$ cat src/rtl/i281_pkg.sv
// Shared sizes, dump FSM state encoding and write-decode helper for the i281 register file.
// Used by i281_register_file and i281_reg_dump_fsm.
package i281_pkg;

    localparam int I281_NUM_REGS  = 4;
    localparam int I281_REG_IDX_W = 2;

    localparam logic [I281_REG_IDX_W-1:0] I281_LAST_IDX = 2'd3;

    typedef enum logic {
        DUMP_IDLE = 1'b0,
        DUMP_SEND = 1'b1
    } dump_state_t;

    // One-hot write strobe per register; all zero when the write is not enabled.
    function automatic logic [I281_NUM_REGS-1:0] i281_write_decode(
        input logic                      en,
        input logic [I281_REG_IDX_W-1:0] sel
    );
        logic [I281_NUM_REGS-1:0] hit;
        hit = '0;
        if (en) begin
            hit[sel] = 1'b1;
        end
        return hit;
    endfunction

endpackage

$ cat src/rtl/i281_reg_dump_fsm.sv
// Snapshot storage and IDLE/SEND valid-ready handshake that streams the four
// register values, one beat per accepted transfer, to the visualizer.
module i281_reg_dump_fsm
    import i281_pkg::*;
#(
    parameter int N = 8
) (
    input  logic                                clk,
    input  logic                                rst,
    input  logic [I281_NUM_REGS-1:0][N-1:0]     regs,
    input  logic                                dump_start,
    input  logic                                dump_ready,
    output logic                                dump_valid,
    output logic [I281_REG_IDX_W-1:0]           dump_index,
    output logic [N-1:0]                        dump_data,
    output logic                                dump_busy
);

    dump_state_t                     state_reg, state_next;
    logic [I281_NUM_REGS-1:0][N-1:0] snap_reg, snap_next;
    logic [I281_REG_IDX_W-1:0]       index_reg, index_next;
    logic [N-1:0]                    data_reg, data_next;
    logic [I281_REG_IDX_W-1:0]       index_inc;

    assign index_inc = index_reg + 2'd1;

    always_ff @(posedge clk or posedge rst) begin
        if (rst) begin
            state_reg <= DUMP_IDLE;
            snap_reg  <= '0;
            index_reg <= '0;
            data_reg  <= '0;
        end else begin
            state_reg <= state_next;
            snap_reg  <= snap_next;
            index_reg <= index_next;
            data_reg  <= data_next;
        end
    end

    always_comb begin
        state_next = state_reg;
        snap_next  = snap_reg;
        index_next = index_reg;
        data_next  = data_reg;
        case (state_reg)
            DUMP_IDLE: begin
                // regs carries the pre-edge values, so a same-edge write never leaks into the snapshot.
                if (dump_start) begin
                    snap_next  = regs;
                    index_next = '0;
                    data_next  = regs[0];
                    state_next = DUMP_SEND;
                end
            end
            DUMP_SEND: begin
                if (dump_ready) begin
                    if (index_reg == I281_LAST_IDX) begin
                        index_next = '0;
                        state_next = DUMP_IDLE;
                    end else begin
                        index_next = index_inc;
                        data_next  = snap_reg[index_inc];
                    end
                end
            end
            default: begin
                state_next = DUMP_IDLE;
            end
        endcase
    end

    assign dump_valid = (state_reg == DUMP_SEND);
    assign dump_busy  = (state_reg == DUMP_SEND);
    assign dump_index = index_reg;
    assign dump_data  = data_reg;

endmodule

$ cat src/rtl/i281_register_file.sv
// i281 four-entry register file (A..D) with parallel operand outputs and snapshot dump port.
// Optional macro REGFILE_WRITE_BYPASS_EN forwards WriteData to the selected output in the write cycle.
module i281_register_file
    import i281_pkg::*;
#(
    parameter int N = 8
) (
    input  logic                      Clock,
    input  logic                      Reset,
    input  logic                      WriteEnable,
    input  logic [I281_REG_IDX_W-1:0] WriteSelect,
    input  logic [N-1:0]              WriteData,
    output logic [N-1:0]              data0out,
    output logic [N-1:0]              data1out,
    output logic [N-1:0]              data2out,
    output logic [N-1:0]              data3out,
    input  logic                      DumpStart,
    input  logic                      DumpReady,
    output logic                      DumpValid,
    output logic [I281_REG_IDX_W-1:0] DumpIndex,
    output logic [N-1:0]              DumpData,
    output logic                      DumpBusy
);

    logic [N-1:0]                    reg_file_reg [I281_NUM_REGS];
    logic [I281_NUM_REGS-1:0][N-1:0] reg_bus;
    logic [I281_NUM_REGS-1:0][N-1:0] reg_view;
    logic [I281_NUM_REGS-1:0]        write_hit;

    assign write_hit = i281_write_decode(WriteEnable, WriteSelect);

    generate
        for (genvar gi = 0; gi < I281_NUM_REGS; gi++) begin : g_reg
            always_ff @(posedge Clock or posedge Reset) begin
                if (Reset) begin
                    reg_file_reg[gi] <= '0;
                end else if (write_hit[gi]) begin
                    reg_file_reg[gi] <= WriteData;
                end
            end

            assign reg_bus[gi] = reg_file_reg[gi];

`ifdef REGFILE_WRITE_BYPASS_EN
            // Operand mux sees the writeback value in the same cycle it is written.
            assign reg_view[gi] = write_hit[gi] ? WriteData : reg_file_reg[gi];
`else
            assign reg_view[gi] = reg_file_reg[gi];
`endif
        end
    endgenerate

    assign data0out = reg_view[0];
    assign data1out = reg_view[1];
    assign data2out = reg_view[2];
    assign data3out = reg_view[3];

    i281_reg_dump_fsm #(
        .N(N)
    ) u_dump (
        .clk        (Clock),
        .rst        (Reset),
        .regs       (reg_bus),
        .dump_start (DumpStart),
        .dump_ready (DumpReady),
        .dump_valid (DumpValid),
        .dump_index (DumpIndex),
        .dump_data  (DumpData),
        .dump_busy  (DumpBusy)
    );

endmodule

$ cat config.mk
export PLATFORM = sky130hd
export DESIGN_NAME = i281_register_file
export DESIGN_NICKNAME = d
export VERILOG_FILES = /design/src/rtl/i281_pkg.sv /design/src/rtl/i281_reg_dump_fsm.sv /design/src/rtl/i281_register_file.sv
export SDC_FILE = /design/constraint.sdc
export NUM_CORES = 1
export LEC_CHECK = 0
export CAP_MARGIN = 40
export CELL_PAD_IN_SITES_DETAIL_PLACEMENT = 0
export CELL_PAD_IN_SITES_GLOBAL_PLACEMENT = 1
export CORE_MARGIN = 2
export CORE_UTILIZATION = 43
export CTS_CLUSTER_SIZE = 40
export DETAILED_ROUTE_END_ITERATION = 6
export HOLD_SLACK_MARGIN = 0.08
export PLACE_DENSITY = 0.79
export SYNTH_ARGS = -nofsm -noshare
export SYNTH_HDL_FRONTEND = slang
export SYNTH_SLANG_ARGS = --single-unit
$ cat constraint.sdc
create_clock -name Clock -period 3.1 [get_ports Clock]
set_clock_uncertainty 0.1 [all_clocks]
set_input_delay 0.62 -clock Clock [delete_from_list [all_inputs] [get_ports Clock]]
set_output_delay 0.62 -clock Clock [all_outputs]
set_load 0.05 [all_outputs]
# ---- Yosys cells after proc, flatten, opt, wreduce, memory -nomap -nowiden
# Cells that the tools add are included.
dict set report totals {
  register_bits 75
  in_bits 15
  output_inout_bits 44
  wordCells 41
}
dict set report op_classes {
  add_sub_neg 1
  magnitude_cmp 3
  n_eq_ne 4
  muxes 17
  n_bitwise 1
  reduce_logical 4
}
# operator n
set ops {}
lappend ops {{$mux W8} 4}
lappend ops {{$bmux W8 S2} 1}
lappend ops {{$pmux W8 S2} 1}
lappend ops {{$lt A2 B3 Y1 const B} 2}
lappend ops {{$mux W2} 3}
lappend ops {{$ne A2 B2 Y1 const B} 3}
lappend ops {{$mux W1} 4}
lappend ops {{$mux W4} 1}
lappend ops {{$pmux W2 S2} 1}
lappend ops {{$reduce_and A2 Y1} 2}
lappend ops {{$reduce_and A3 Y1} 1}
lappend ops {{$add A2 B1 Y2 const B} 1}
lappend ops {{$demux W1 S2} 1}
lappend ops {{$eq A2 B2 Y1 const B} 1}
lappend ops {{$ge A2 B1 Y1 const B} 1}
lappend ops {{$pmux W1 S2} 1}
lappend ops {{$logic_and A1 B1 Y1} 1}
lappend ops {{$not A1 Y1} 1}

# ---- Depth between registers and ports, before layout
dict set report depth {
  depth_word 6
  depth_mapped 5
  depth_no_buf 4
}

# ---- By module
# A second synthesis with hierarchy kept.
dict set report unflattened {
  cells_unflattened 187
  hier_area_um2 3099.2
}
# module instances cells_each area_each_um2
set by_module_without_submodules {}
lappend by_module_without_submodules {i281_reg_dump_fsm 1 118 1883.1}
lappend by_module_without_submodules {i281_register_file 1 69 1216.2}

# ---- Least setup slack after synthesis
# Ideal clock, no wire load.
dict set report synth_timing {
  kind {reg2reg}
  start {register u_dump.index_reg[0], in the netlist u_dump.dump_index[0]}
  end {register u_dump.data_reg[0], in the netlist u_dump.dump_data[0]}
  setup_ps 126
  t_arrival_ps 1973
  required_ps 2874
  setup_slack_ps 901
  path_stages_with_launch 6
  path_buffers 1
  synth_period_minus_slack_ps 2199
  path_cell_list {dfrtp_1 -> ha_1 -> buf_6 -> mux4_2 -> and2_1 -> a221o_1}
}
dict set report synth_via {
  elab_chain_cells 6
  elab_cells_between_ends 9
  cone_classes {1 x add/sub; 2 x eq/ne; 5 x mux; 1 x reduce/logical}
}
# element line
set synth_rtl {}
lappend synth_rtl {{start: declaration} i281_reg_dump_fsm.sv:21} ;# logic [I281_REG_IDX_W-1:0] index_reg, index_next;
lappend synth_rtl {{start signal: assignment} i281_reg_dump_fsm.sv:36} ;# index_reg <= index_next;
lappend synth_rtl {{$add A2 B1 Y2} i281_reg_dump_fsm.sv:25} ;# assign index_inc = index_reg + 2'd1;
lappend synth_rtl {{$bmux W8 S2} i281_reg_dump_fsm.sv:63} ;# data_next = snap_reg[index_inc];
lappend synth_rtl {{$mux W8 (implied by the code)} i281_reg_dump_fsm.sv:63}
lappend synth_rtl {{$mux W8} i281_reg_dump_fsm.sv:58} ;# if (index_reg == I281_LAST_IDX) begin
lappend synth_rtl {{$mux W8} i281_reg_dump_fsm.sv:57} ;# if (dump_ready) begin
lappend synth_rtl {{$pmux W8 S2} i281_reg_dump_fsm.sv:46} ;# case (state_reg)
lappend synth_rtl {{end signal: assignment} i281_reg_dump_fsm.sv:37} ;# data_reg <= data_next;
lappend synth_rtl {{end: declaration} i281_reg_dump_fsm.sv:22} ;# logic [N-1:0] data_reg, data_next;
# Parallel ways exist; a longest one is shown, timed or not. The select of a mux whose other input is x is not followed.
# A chain may end at the register's enable or synchronous reset.

# ---- Final worst setup path
dict set report layout_timing {
  start {register u_dump.index_reg[0], in the netlist u_dump.dump_index[0]}
  end {output DumpIndex[0]}
}
# element line
set layout_rtl {}
lappend layout_rtl {{end: declaration} i281_register_file.sv:20} ;# output logic [I281_REG_IDX_W-1:0] DumpIndex,
# No word-level cell between the ends.

==> impl_metrics.toml <==
[worst_setup_path]
worst_ep_required_time_ps = 2380
path_cells = "buf_4, clkdlybuf4s50_1"
cp-startpoint = "u_dump.dump_index[0]"
max_stage_delay_ps = 830
rrSetupSlack_ps = 830
start_kind = "flip-flop"
critPathMaxFanout = 11
slowest_stage = "clkdlybuf4s50_1"
worstSetupPathType = "flip-flop to output port"
worstSetupEndpointType = "output port"
worstRegToRegCells = 4
timing.rr.end = "u_dump.dump_data[1]"
critPathArrivalTime_ps = 1740
timing.rr.start = "u_dump.dump_index[1]"

[power_and_ir_drop]
powerDensity_mw_per_mm2 = 1020
finalPower_w = 0.00403
p_leak_nw = 1.64
peakVddDrop_mv = 0.412

[logic_synthesis]
synth_area_mm2 = 0.00308
yosys_warnings = 0
synth-seq-area-share = 0.609
syn-mean-instance-area_um2 = 16.3
synthDistinctLibCells = 21
syn_inst = 189
synth.net_count = 205
ys_ff_latch = 75

[cells_and_area]
layout_commonest_cell = "dfrtp_1"
num_antenna_cells = 0
stdcell_count = 353
layout-drive-gt1-share = 0.350
largest_reg_flops = 32
mostFrequentLayoutCells = "dfrtp_1 (75), mux2_2 (65), clkdlybuf4s50_1 (58)"
postLayoutCellArea_mm2 = 0.00394
synthToLayoutAreaGrowth_pct = 27.8
layout.nets = 270

[grt]
grt_max_degree = 76
antenna_found_initial = 0
grt_usage = 0.173
grt_first_pass_wirelength_um = 9890
grt_pass1_vias = 1863
overflow = 0

[cts]
cts_num_sinks = 75
cts_max_level = 3
insertion_delay_ps = 330
postCtsSetupBuffers = 0
holdBufCountCts = 0
clk_pin_slew_ps = 70
cts_max_path_buffers = 2
cts_resized = 0
cts_tree = "built"
clock-root-buffer = "clkbuf_8"
numCtsBuffers = 9

[floorplanning]
die_w_um = 88.7
die-area_mm2 = 0.00786
fp.dieH_um = 88.7
coreArea_mm2 = 0.00687
rows = 30
num_io_pins = 59
start_util = 0.449

[hold_path]
hold_depth = 1
holdCritPathClass = "flip-flop to flip-flop"
hold_path_end = "u_dump.snap_reg[20]"
hp-start = "u_dump.snap_reg[20]"

[routing]
drtAntennaViolNets = 0
dr.pass1.iters = 4
wire_per_inst_um = 17.5
num_vias = 1829
route.detailed.drc = 0
drtIter0Drc = 75
wirelength_um = 6170
viasPerCell = 5.18

[timing]
relSlewSlack = 0.551
setup_viol = 0
rsz0062_at_grt = "no"
finalHoldViolCount = 0
slew_violations = 0
setup_tns_ps = 0
fin_crit_ps = 2460
post-route-period-util = 0.793
timing.fmax_mhz = 407
final.setup.worst_slack_ps = 640
worst_pin_slew_ps = 671

[place]
dp_hpwl_um = 4090
place_congestion = 0.723
dpl.cell_count = 339
dpl_cell_area_mm2 = 0.00379
pre_cts_slack_ps = 635
portBuffers = 58

[status]
status = "completed"

[run]
max_cap_violations = 0
## worst max-delay path by stage
stage | end | slack, ps | cells after the start
5_1_grt | DumpBusy | 580 | 1
2_1_floorplan | data0out[0] | 470 | 1
6_report | DumpIndex[0] | 640 | 2
4_1_cts | DumpIndex[0] | 620 | 2
3_5_place_dp | u_dump.dump_data[3] | 640 | 4
3_3_place_gp | data0out[2] | 560 | 3
## routing by layer
layer,part of all wire,global-route usage
met1,0.46,0.239
met3,0.033,0.0308
met5,0,0
met2,0.49,0.270
met4,0.017,0.0744
## cell type report
class	count	area (µm²)
multi-input cells	103	1150
flip-flops and latches	75	1880
well taps	96	120
clock buffers	14	143
repair buffers	63	643
inverters	2	7.51
fillers	580	2930
## Yosys cell counts
library cell / number / area, µm²
a21oi_1: 3 / 15.0
a221o_1: 8 / 80.1
a22o_1: 1 / 8.76
a31oi_1: 1 / 6.26
and2_0: 2 / 12.5
and2_1: 6 / 37.5
and3b_1: 1 / 8.76
buf_2: 4 / 20.0
buf_4: 1 / 7.51
buf_6: 2 / 22.5
clkbuf_1: 2 / 7.51
dfrtp_1: 75 / 1880
ha_1: 1 / 12.5
inv_1: 2 / 7.51
mux2_2: 65 / 732
mux4_2: 8 / 180
nand3_1: 1 / 5.00
nand3b_1: 2 / 15.0
nor2_1: 2 / 7.51
nor2b_1: 1 / 6.26
nor3b_2: 1 / 12.5
## through the flow
| stage | hold slack [ps] | util |
|---|---|---|
| 6_report | 406 | 0.573 |
| 3_3_place_gp | 384 | 0.551 |
| 4_1_cts | 409 | 0.573 |
| 2_1_floorplan | 375 | - |
| 5_1_grt | 422 | 0.573 |
| 3_5_place_dp | 392 | 0.552 |
## worst max-delay path, delay by kind of cell, from the launching register on
family / cells / cell delay [ps]
DFF: 1 / 350
buffers and inverters: 2 / 1050
## power breakdown
group	switching (W)	internal, W
registers	0.000231	0.00134
clock network	0.000318	0.000284
logic	0.000966	0.000894
## cells by family after synthesis
group | after synthesis | share of synthesized area
AO/OA/AOI/OAI | 13 | 0.0357
adder cells (fa/ha/maj) | 1 | 0.00406
multiplexers | 73 | 0.296
buffers and inverters | 11 | 0.0211
flip-flops | 75 | 0.609
AND/OR/NAND/NOR | 16 | 0.0341
(Power assumes the default switching activity.)
